[src/rtl/serializador_paralelo_serial.sv]
// serializador_paralelo_serial: parallel-to-serial stage with a one-word holding register
// for gapless streaming of WIDTH-bit words, one bit per clock on out.
module serializador_paralelo_serial #(
    parameter int WIDTH     = 8,
    parameter bit LSB_FIRST = 1'b0
) (
    input  logic             clock,
    input  logic             reset,
    input  logic [WIDTH-1:0] data_in,
    input  logic             data_valid,
    output logic             data_ready,
    output logic             out,
    output logic             out_valid,
    output logic             out_last,
    output logic             busy
);
    localparam int CW = $clog2(WIDTH);
    typedef enum logic {IDLE, SHIFT} state_t;
    state_t state, state_nx;
    logic [WIDTH-1:0] hold, hold_nx, shreg, shreg_nx;
    logic [CW-1:0] cnt, cnt_nx;
    logic hold_full, hold_full_nx, accept, load, word_end;
    // data_ready depends on registered hold_full only, so accept and load never coincide
    assign data_ready = !hold_full && !reset;
    assign accept     = data_valid && data_ready;
    assign word_end   = state == SHIFT && cnt == CW'(WIDTH - 1);
    assign load       = hold_full && (state == IDLE || word_end);
    assign out_valid  = state == SHIFT;
    assign out_last   = word_end;
    assign out        = out_valid && (LSB_FIRST ? shreg[0] : shreg[WIDTH-1]);
    assign busy       = out_valid || hold_full;
    always_comb begin
        state_nx     = state;
        shreg_nx     = shreg;
        cnt_nx       = cnt;
        hold_nx      = accept ? data_in : hold;
        hold_full_nx = accept ? 1'b1 : load ? 1'b0 : hold_full;
        if (load) begin
            state_nx = SHIFT;
            shreg_nx = hold;
            cnt_nx   = '0;
        end else if (word_end) begin
            state_nx = IDLE;
            cnt_nx   = '0;
        end else if (state == SHIFT) begin
            shreg_nx = LSB_FIRST ? shreg >> 1 : shreg << 1;
            cnt_nx   = cnt + 1'b1;
        end
    end
    always_ff @(posedge clock) begin
        if (reset) begin
            state     <= IDLE;
            shreg     <= '0;
            cnt       <= '0;
            hold      <= '0;
            hold_full <= 1'b0;
        end else begin
            state     <= state_nx;
            shreg     <= shreg_nx;
            cnt       <= cnt_nx;
            hold      <= hold_nx;
            hold_full <= hold_full_nx;
        end
    end
endmodule

[config.mk]
export PLATFORM = sky130hd
export DESIGN_NAME = serializador_paralelo_serial
export DESIGN_NICKNAME = d
export VERILOG_FILES = /design/src/rtl/serializador_paralelo_serial.sv
export SDC_FILE = /design/constraint.sdc
export NUM_CORES = 1
export LEC_CHECK = 0
export BUFFER_PORTS_ARGS = -buffer_cell sky130_fd_sc_hd__buf_2
export CORE_UTILIZATION = 59
export CTS_BUF_LIST = sky130_fd_sc_hd__clkbuf_4 sky130_fd_sc_hd__clkbuf_8
export CTS_CLUSTER_SIZE = 16
export DETAILED_ROUTE_END_ITERATION = 16
export PLACE_DENSITY_LB_ADDON = 0.3
export SLEW_MARGIN = 20
export SYNTH_ARGS = -nofsm -noshare
export SYNTH_HDL_FRONTEND = slang
export SYNTH_SLANG_ARGS = --single-unit
[constraint.sdc]
create_clock -name clock -period 1.9 [get_ports clock]
set_input_delay 0.19 -clock clock [delete_from_list [all_inputs] [get_ports clock]]
set_output_delay 0.19 -clock clock [all_outputs]
set_load 0.02 [all_outputs]
Word level (Yosys, flattened, before mapping)
Index checks and enable logic that the tools add are counted.
{"block": "totals", "reg_bits": 21, "out_inout_bits": 5, "word_cells": 30}
{"block": "classes", "addsub": 1, "eq_ne": 2, "n_mux": 7, "bitwise": 1, "n_reduce_logical": 14}
{"op": "$mux 8", "count": 3}
{"op": "$reduce_bool 2->1", "count": 3}
{"op": "$logic_and 1x1->1", "count": 5}
{"op": "$mux 1", "count": 4}
{"op": "$add 3x1->3 const B", "count": 1}
{"op": "$eq 3x3->1 const B", "count": 1}
{"op": "$reduce_or 3->1", "count": 1}
{"op": "$logic_not 1->1", "count": 2}
{"op": "$logic_or 1x1->1", "count": 2}
{"op": "$ne 2x2->1 const B", "count": 1}
{"op": "$reduce_and 2->1", "count": 1}
{"op": "$not 1->1", "count": 1}

Logic depth before layout (Yosys ltp)
Gate-level depths: netlist (run 1).
{"block": "depth", "ltp_word": 6, "depth_mapped": 6, "ltp_nobuf": 5}

Worst setup path before layout (run 1)
No wires, ideal clock.
{"block": "synth_path", "path_type": "reg-to-reg", "start": "register cnt[0]", "end": "register shreg[1]", "t_arrival_ns": 1.170, "slack_ns": 0.596, "path_stages_with_launch": 7, "path_buffers": 1, "cell_sequence": "dfxtp_1 > ha_1 > ha_1 > nand2b_1 > buf_4 > nor2_1 > a211oi_1"}
{"block": "synth_via", "elab_chain_len": 6, "word_cells_on_any_way": 8, "classes_between": "2 x eq/ne; 1 x mux; 5 x reduce/logical"}
{"item": "start, declared", "line": "21", "source": "logic [CW-1:0] cnt, cnt_nx;"}
{"item": "start signal, assigned", "line": "60", "source": "cnt <= cnt_nx;"}
{"item": "$eq 3x3->1 (*)", "line": "26", "source": "assign word_end = state == SHIFT && cnt == CW'(WIDTH - 1);"}
{"item": "$logic_and 1x1->1 (*)", "line": "26"}
{"item": "$logic_or 1x1->1", "line": "27", "source": "assign load = hold_full && (state == IDLE || word_end);"}
{"item": "$logic_and 1x1->1", "line": "27"}
{"item": "$ne 2x2->1 (no line) / $reduce_bool 2->1 (equally long branches)"}
{"item": "$reduce_and 2->1 (no line)"}
{"item": "end signal, assigned", "line": "59", "source": "shreg <= shreg_nx;"}
{"item": "end, declared", "line": "20", "source": "logic [WIDTH-1:0] hold, hold_nx, shreg, shreg_nx;"}
Every way passes the cells marked *; elsewhere a longest branch is shown, timed or not.
A chain may end at the register's enable or synchronous reset.

Final worst setup path (run 1)
{"block": "layout_path", "start": "register hold_full", "end": "output port busy"}
{"block": "layout_via", "elab_chain_len": 1}
{"item": "start, declared", "line": "22", "source": "logic hold_full, hold_full_nx, accept, load, word_end;"}
{"item": "start signal, assigned", "line": "62", "source": "hold_full <= hold_full_nx;"}
{"item": "$logic_or 1x1->1", "line": "31", "source": "assign busy = out_valid || hold_full;"}
{"item": "end, declared", "line": "15", "source": "output logic busy"}
Every way passes these cells.

==> impl_metrics.json, run 1 <==
{
  "diodes": 0,
  "pre_cts_slack_ns": 0.400,
  "fin_nets": 123,
  "clkPwrFrac_pct": 27.1,
  "syn_nets": 108,
  "p_sw_share_pct": 25.3,
  "cts.clk_slew.worst_paths_ns": 0.11,
  "drive_gt1_share_pct": 18.3,
  "syn_inst": 95,
  "path_cells": "buf_4 > nor2_1 > inv_1 > buf_2",
  "hp-class": "input pin to flip-flop",
  "core_um2": 1320,
  "hold_buffers": 0,
  "wl_per_cell_um": 12.0,
  "maxCapViolations": 0,
  "drtIter0Drc": 7,
  "crit_path_start_kind": "flip-flop",
  "ant_nets": 0,
  "synth-warning-count": 0,
  "p_total_w": 0.000816,
  "setup_slack_ns": 0.314,
  "synth-seq-area-share_pct": 49.6,
  "antenna_found_initial": 0,
  "ios": 16,
  "cpMaxStageDelayCell": "dfxtp_1",
  "grt_first_pass_wirelength_mm": 2.19,
  "p_seq_share_pct": 59.9,
  "path_buf_inv": 3,
  "syn_to_final_growth_pct": 11.2,
  "synth_cell_type_count": 18,
  "clockBufferDepth": 2,
  "cp_top_family": "flip-flops",
  "fin_tns_setup_ns": 0,
  "instances_no_fill": 124,
  "cts_tree": "yes",
  "via_count": 648,
  "crit_path_end_kind": "output pin",
  "die_h_um": 39.9,
  "setup_viol": 0,
  "yosys_register_bits": 21,
  "synth-edff-count": 0,
  "place_hpwl_mm": 1.02,
  "period_minus_slack_ns": 1.59,
  "detail_route.drc_violations": 0,
  "rsz0062_at_grt": "no",
  "start_util_pct": 64.4,
  "post-cts-setup-buffer-count": 0,
  "ys.flop_type": "dfxtp_1",
  "async_reset_ff_share_pct": 0,
  "finalHoldViolations": 0,
  "fin_hold_ws_ns": 0.117,
  "p_leak_nw": 0.414,
  "final_common_cell": "dfxtp_1",
  "portBuffers": 15,
  "status": "finished, final reports clean",
  "drtPass1Iterations": 3,
  "grt_pass1_vias": 495,
  "grtUsageTotal_pct": 21.5,
  "critPathRequiredTime_ns": 1.71,
  "slew_headroom_pct": 69.2,
  "internal-power_w": 0.000609,
  "cts-root-buf": "clkbuf_4",
  "die-area_um2": 1590,
  "syn_avg_cell_area_um2": 8.93,
  "netlist_area_um2": 848,
  "p_per_area_nw_per_um2": 865,
  "dp_cells": 120,
  "tightest_slew_ns": 0.462,
  "ir_worst_vdd_mv": 0.544,
  "worstSetupPathType": "flip-flop to output pin",
  "clock_sinks": 21,
  "h-tree-depth": 1,
  "place.gp.congestion": 0.757,
  "cts_resized": 0,
  "final_cell_mix": "dfxtp_1, nand2_1, nor2_1, buf_2",
  "fmax_ghz": 0.631,
  "skew_ns": 0.00282,
  "max_stage_delay_ns": 0.55,
  "p_switching_w": 0.000206,
  "insertion_delay_ns": 0.29,
  "wl_mm": 1.48,
  "cts-buffers-inserted": 3,
  "grt_max_degree": 23,
  "grt-ovfl-total": 0,
  "fillers": 117,
  "viasPerCell": 5.23,
  "maxSlewViolCount": 0,
  "die_x_um": 39.9,
  "final.period_utilization_pct": 83.5,
  "crit_arrival_ns": 1.40,
  "rows": 13,
  "worstPathMaxFanout": 8,
  "p_comb_share_pct": 13.0
}
stage by stage:
stage	util (%)	area [µm²]
6_report	71.6	943
5_1_grt	71.6	943
4_1_cts	71.6	943
3_5_place_dp	69.3	913
3_3_place_gp	69.3	913
2_1_floorplan	-	848
cell usage after synthesis (2+ instances only):
cell | count | share of area, %
a211oi_1 | 7 | 6.2
nand2b_1 | 2 | 1.5
clkbuf_1 | 2 | 0.89
nor2_1 | 15 | 6.6
dfxtp_1 | 21 | 50
a21oi_1 | 9 | 5.3
nand2_1 | 16 | 7.1
ha_1 | 2 | 2.9
and2_1 | 2 | 1.5
a22oi_1 | 2 | 1.8
buf_2 | 2 | 1.2
mux2i_1 | 9 | 11
flip-flops by register name, indices dropped and copies added (netlist names):
signal	cells
cnt	3
hold	8
hold_full	1
out_valid	1
shreg	8
worst reg2reg max path: stages, from the launching register on:
cell and delay (ns):
dfxtp_1 0.36, ha_1 0.15, ha_1 0.16, nand2b_1 0.40, nor2_1 0.09, a211oi_1 0.26
final cells by class:
| type | instances | area [µm²] | area share, % |
|---|---|---|---|
| tap | 15 | 18.8 | 1.99 |
| timing repair buffer | 16 | 82.6 | 8.75 |
| multi-input combinational | 67 | 388 | 41.1 |
| sequential | 21 | 420 | 44.6 |
| clock buffer | 4 | 30.0 | 3.18 |
| inverter | 1 | 3.75 | 0.398 |
logic make-up after synthesis:
group	count (synthesis)	share of synthesized area, %
AOI/OAI and AO/OA	18	13.3
buffers and inverters	7	4.72
adders and majority gates	2	2.95
DFF	21	49.6
muxes	9	10.6
and+or+nand+nor	38	18.9
power by group through the flow:
stage,sequential [W],clock [W],combinational [W]
2_1_floorplan,0.000494,0,0.0000827
3_3_place_gp,0.000497,0,0.000102
3_5_place_dp,0.000498,0,0.000107
4_1_cts,0.000489,0.000228,0.000108
5_1_grt,0.000492,0.000246,0.000120
6_report,0.000489,0.000221,0.000106
final timing paths:
| kind | startpoint | end | slack (ns) | cells after the start |
|---|---|---|---|---|
| worst min-delay path | data_in[5] | hold[5] | 0.12 | 3 |
| worst max-delay path | hold_full | busy | 0.31 | 4 |
| worst max register to register | cnt[0] | shreg[3] | 0.40 | 5 |
| worst min register to register | hold[2] | hold[2] | 0.46 | 2 |
layer usage:
layer / vias up / wire [µm] / GRT usage, %
li1: 352 / - / -
met1: 280 / 715 / 27.9
met2: 12 / 692 / 33.1
met3: 4 / 39 / 5.11
met4: 0 / 36 / 10.3
met5: - / 0 / 0
No activity file was read; power rests on OpenSTA's default activity.
==> inputs of run 2 (changes only) <==
Settings changed: ABC_AREA from default to 1, CORE_ASPECT_RATIO from default to 0.8, CORE_UTILIZATION 59 to 51.
Clock period 1.9 ns to 1.37 ns, I/O delays scaled along.
==> run 2 against run 1 <==
  * Via count grew 22%
  * Sequential share of layout area is 6.7 points lower
  * Utilization shrank 4.8 points
  * Critical path type unchanged
  * Critical endpoint is now out_last
==> impl_metrics.json, run 2 <==
{
  "biggestRegsByFlops": "hold (8), shreg (8), cnt (3)",
  "h-tree-depth": 1,
  "grt_use_met1_pct": 25.6,
  "synth_compound_area_share_pct": 3.39,
  "finalHoldViolations": 0,
  "die-area_um2": 2060,
  "p_seq_share_pct": 59.0,
  "cp_top_family": "flip-flops",
  "grt-ovfl-total": 0,
  "synth_cell_type_count": 19,
  "synthTopCellsByCount": "nand2_1, nand3_1, dfxtp_1",
  "grtUsageTotal_pct": 20.0,
  "ir_worst_vdd_mv": 0.933,
  "path_cells": "ha_4 > ha_4 > nand2_4 > inv_2 > buf_6",
  "via_count": 792,
  "maxCapViolations": 0,
  "syn_nets": 135,
  "cts-buffers-inserted": 3,
  "p_total_w": 0.00114,
  "insertion_delay_ns": 0.31,
  "internal-power_w": 0.000817,
  "hp-class": "input pin to flip-flop",
  "pre_cts_slack_ns": -0.0472,
  "syn_avg_cell_area_um2": 7.86,
  "drive_gt1_share_pct": 35.0,
  "yosys_register_bits": 21,
  "slew_headroom_pct": 82.2,
  "crit_top_cell": "ha_4",
  "met2_usage_pct": 33.7,
  "worstSetupPathType": "flip-flop to output pin",
  "ys.flop_type": "dfxtp_1",
  "rsz0062_at_grt": "yes",
  "cpMaxStageDelayCell": "dfxtp_2",
  "max_stage_delay_ns": 0.35,
  "skew_ns": 0.000456,
  "fin_nets": 154,
  "p_sw_share_pct": 28.5,
  "crit_arrival_ns": 1.22,
  "cts-root-buf": "clkbuf_4",
  "place.gp.congestion": 0.801,
  "synth_top_area_share_pct": 43.9,
  "crit_path_end_kind": "output pin",
  "synth-edff-count": 0,
  "final_common_cell": "nand2_1",
  "final_cell_mix": "nand2_1, nand3_1, dfxtp_1",
  "fin_area_um2": 1130,
  "cts.clk_slew.worst_paths_ns": 0.11,
  "ios": 16,
  "synth_xor_area_share_pct": 0.914,
  "cts_tree": "yes",
  "tightest_slew_ns": 0.266,
  "grt_most_used_layer": "met2",
  "drtIter0Drc": 17,
  "p_switching_w": 0.000326,
  "grt_first_pass_wirelength_mm": 2.88,
  "setup_slack_ns": 0.0159,
  "netlist_area_um2": 958,
  "die_x_um": 50.5,
  "start_util_pct": 56.7,
  "die_h_um": 40.8,
  "async_reset_ff_share_pct": 0,
  "clockBufferDepth": 2,
  "syn_inst": 122,
  "crit_path_start_kind": "flip-flop",
  "synth-seq-area-share_pct": 43.9,
  "fin_tns_setup_ns": 0,
  "viasPerCell": 4.89,
  "synth-adder-area-share_pct": 2.61,
  "clock_sinks": 21,
  "period_minus_slack_ns": 1.35,
  "ant_nets": 0,
  "synth_area_leader_cell": "dfxtp_1",
  "antenna_found_initial": 0,
  "synthSimpleGateAreaFrac_pct": 39.0,
  "drtPass1Iterations": 4,
  "syn_to_final_growth_pct": 17.9,
  "wl_mm": 1.75,
  "core_um2": 1690,
  "grt_pass1_vias": 653,
  "fin_hold_ws_ns": 0.0106,
  "clkPwrFrac_pct": 26.4,
  "synth-warning-count": 0,
  "status": "finished, final reports clean",
  "grt.met3_usage_pct": 5.56,
  "final.period_utilization_pct": 98.8,
  "dpl_cell_area_um2": 1030,
  "rows": 13,
  "synth.area.mux_share_pct": 0,
  "diodes": 0,
  "maxSlewViolCount": 0,
  "synth_area_leaders": "dfxtp_1, nand2_1, nand3_1",
  "setup_viol": 0,
  "synth_top_family_by_area": "simple AND/OR/NAND/NOR gates",
  "p_comb_share_pct": 14.6,
  "critPathRequiredTime_ns": 1.23,
  "place_hpwl_mm": 1.27,
  "wl_per_cell_um": 10.8,
  "grt_max_degree": 18,
  "detail_route.drc_violations": 0,
  "worstPathMaxFanout": 3,
  "hold_buffers": 0,
  "p_leak_nw": 0.566,
  "fmax_ghz": 0.738,
  "fillers": 145,
  "path_buf_inv": 2,
  "p_per_area_nw_per_um2": 1010,
  "synth_most_common_cell": "nand2_1",
  "portBuffers": 15
}
run 2: cell types whose count changed in the layout (fill, tap and decap cells not counted), sizes merged, moves of 2 or more:
| cell | previous run | this run |
|---|---|---|
| a22oi | 2 | 0 |
| buf | 16 | 18 |
| nor2 | 15 | 5 |
| nand2 | 16 | 40 |
| a211oi | 7 | 0 |
| nand3 | 0 | 30 |
| and2 | 2 | 0 |
| o21ai | 0 | 2 |
| mux2i | 9 | 0 |
| nand2b | 2 | 0 |
| a21oi | 9 | 2 |
| inv | 1 | 14 |
run 2: worst paths after layout:
path,startpoint,end,slack [ns],cells past startpoint
setup / recovery,cnt[0],out_last,0.02,5
setup reg to reg,cnt[0],cnt[2],0.05,7
hold / removal,data_in[4],hold[4],0.01,3
hold reg to reg,hold[0],shreg[0],0.48,2
run 2: layout make-up:
cell class / instances / area, µm² / area share [%]
Timing Repair Buffer: 18 / 104 / 9.19
Sequential cell: 21 / 428 / 37.9
Inverter: 14 / 55.1 / 4.87
Tap cell: 22 / 27.5 / 2.44
Multi-Input combinational cell: 83 / 488 / 43.2
Clock inverter: 1 / 5.00 / 0.443
Clock buffer: 3 / 22.5 / 1.99
run 2: metal layers:
layer | routed length (µm) | vias to the layer above
met1 | 850 | 345
met2 | 803 | 18
li1 | - | 426
met4 | 16 | 0
met3 | 77 | 3
met5 | 0 | -
run 2: tightest hold or removal path: stages:
cell     delay (ns)
buf_2          0.07
nand2_1        0.04
nand2_1        0.05
run 2: repair_timing:
action / 4_1_cts / 5_1_grt
endpoints found under the setup margin: 7 / 4
setup buffers: 1 / 0
pin swaps: 1 / 1
gates resized for setup: 10 / 7
run 2: power by group through the flow:
stage / Clock [W] / Combinational, W / Sequential [W]
CTS: 0.000307 / 0.000162 / 0.000672
detailed placement: 0 / 0.000156 / 0.000684
global route: 0.000333 / 0.000185 / 0.000678
finish: 0.000302 / 0.000167 / 0.000675
global placement: 0 / 0.000151 / 0.000682
floorplan: 0 / 0.000127 / 0.000674
run 2: through the flow:
stage / utilization [%] / std cells
CTS: 65.4 / 162
detailed placement: 61.1 / 157
finish: 66.8 / 162
global route: 66.8 / 162
floorplan: - / 122
global placement: 61.1 / 157
run 2: logic make-up (layout without fill, tap and decap cells):
| family | after synthesis | in the layout |
|---|---|---|
| and+or+nand+nor | 75 | 75 |
| adders and majority gates | 2 | 2 |
| buffers and inverters | 18 | 36 |
| DFF | 21 | 21 |
| AOI/OAI and AO/OA | 5 | 5 |
| xor gates and xnor gates | 1 | 1 |
==> inputs of run 3 (changes only) <==
Settings changed: GPL_TIMING_DRIVEN from default to 0.
==> run 3 against run 2 <==
  * Via count is 5.9% higher
  * Critical path type unchanged
  * Highest routed layer unchanged
  * Clock skew increased by 0.0087 ns
  * Largest cell class unchanged
  * Largest power group unchanged
  * Non-clock buffer count is 9 higher
  * Final cell count up 5.6%
==> impl_metrics.json, run 3 (same netlist as run 2, synthesis figures left out) <==
{
  "status": "finished, final reports clean",
  "fin_hold_ws_ns": 0.0168,
  "grtUsageTotal_pct": 20.9,
  "clkPwrFrac_pct": 26.4,
  "syn_to_final_growth_pct": 26.5,
  "p_leak_nw": 0.604,
  "maxCapViolations": 0,
  "final_cell_mix": "nand2_1, nand3_1, dfxtp_1",
  "place_hpwl_mm": 1.23,
  "critPathRequiredTime_ns": 1.23,
  "diodes": 0,
  "crit_arrival_ns": 1.19,
  "p_sw_share_pct": 28.3,
  "internal-power_w": 0.000841,
  "fillers": 147,
  "viasPerCell": 4.91,
  "rsz0062_at_grt": "yes",
  "cts-root-buf": "clkbuf_4",
  "p_seq_share_pct": 56.8,
  "ant_nets": 0,
  "crit_path_end_kind": "output pin",
  "fmax_ghz": 0.752,
  "grt_max_degree": 14,
  "grt_pass1_vias": 689,
  "worstPathMaxFanout": 3,
  "die_x_um": 50.5,
  "wl_per_cell_um": 10.5,
  "biggestRegsByFlops": "hold (8), shreg (8), cnt (3)",
  "final.period_utilization_pct": 97.0,
  "grt_first_pass_wirelength_mm": 2.99,
  "period_minus_slack_ns": 1.33,
  "final_common_cell": "nand2_1",
  "clock_sinks": 21,
  "ir_worst_vdd_mv": 0.966,
  "wl_mm": 1.80,
  "die_h_um": 40.8,
  "die-area_um2": 2060,
  "setup_viol": 0,
  "slew_headroom_pct": 85.8,
  "detail_route.drc_violations": 0,
  "clockBufferDepth": 2,
  "instances_no_fill": 171,
  "finalHoldViolations": 0,
  "worstSetupStartpoint": "cnt[1]",
  "portBuffers": 15,
  "crit_path_start_kind": "flip-flop",
  "start_util_pct": 56.7,
  "cts-buffers-inserted": 3,
  "drive_gt1_share_pct": 32.9,
  "p_per_area_nw_per_um2": 967,
  "worstHoldStart": "data_in[7]",
  "antenna_found_initial": 0,
  "cts.clk_slew.worst_paths_ns": 0.13,
  "dp_cells": 159,
  "worstSetupPathType": "flip-flop to output pin",
  "core_um2": 1690,
  "rows": 13,
  "multiInputGateArea_um2": 473,
  "via_count": 839,
  "hp-class": "input pin to flip-flop",
  "drtPass1Iterations": 4,
  "ios": 16,
  "h-tree-depth": 1,
  "p_switching_w": 0.000332,
  "p_comb_share_pct": 16.8,
  "grt-ovfl-total": 0,
  "insertion_delay_ns": 0.31,
  "skew_ns": 0.00914,
  "maxSlewViolCount": 0,
  "fin_nets": 163,
  "worst_r2r_startpoint": "cnt[1]",
  "ff_latch_area_um2": 424,
  "cts_tree": "yes",
  "place.gp.congestion": 0.753,
  "tightest_slew_ns": 0.212,
  "drtIter0Drc": 7
}
run 3: power groups by stage:
stage	logic [W]	registers, W	clock network, W
detailed placement	0.000174	0.000676	0
global placement	0.000171	0.000675	0
finish	0.000197	0.000665	0.000310
floorplan	0.000127	0.000674	0
global route	0.000221	0.000669	0.000343
CTS	0.000191	0.000664	0.000322
run 3: what timing repair did:
item	4_1_cts	5_1_grt
gates resized for setup	9	4
pin swaps	1	4
setup endpoints to repair	9	7
hold buffers	5	1
setup buffers	2	0
hold endpoints to repair	5	1
run 3: path summary, 6_finish.rpt:
| check | endpoint | slack (ns) | depth (start not counted) |
|---|---|---|---|
| setup / recovery | out_last | 0.04 | 5 |
| hold / removal | hold[7] | 0.02 | 3 |
| setup reg to reg | shreg[7] | 0.07 | 8 |
| hold reg to reg | shreg[0] | 0.47 | 2 |
run 3: cell type report:
type	count	share of cell area, %
plain buffers	4	3.82
well taps	22	2.27
clock inverters	1	0.619
flip-flops and latches	21	35.0
repair buffers	23	12.9
clock buffers	3	1.86
inverters	14	4.54
multi-input cells	83	39.0
run 3: per-layer routing:
metal / up-vias / part of all wire, % / track usage [%]
met1: 381 / 47 / 24.9
met5: - / 0 / 0
met3: 2 / 3.3 / 6.67
met2: 13 / 49 / 36.3
li1: 443 / - / -
met4: 0 / 0.78 / 8.33
run 3: worst max-delay path, cell delays in order (launching register included):
cell and delay, ns:
dfxtp_2 0.35, ha_4 0.16, ha_4 0.17, nand2_4 0.06
inv_2 0.03, buf_6 0.12
run 3: stage by stage:
step / util (%) / area (µm²) / setup WS [ns] / TNS [ns] / power, W
2_1_floorplan: - / 958 / 0.0632 / 0 / 0.000802
3_3_place_gp: 62.7 / 1060 / -0.0112 / -0.0171 / 0.000846
3_5_place_dp: 62.7 / 1060 / -0.0400 / -0.123 / 0.000851
4_1_cts: 70.5 / 1190 / 0.0125 / 0 / 0.00118
5_1_grt: 71.7 / 1210 / -0.00605 / -0.0160 / 0.00123
6_report: 71.7 / 1210 / 0.0410 / 0 / 0.00117
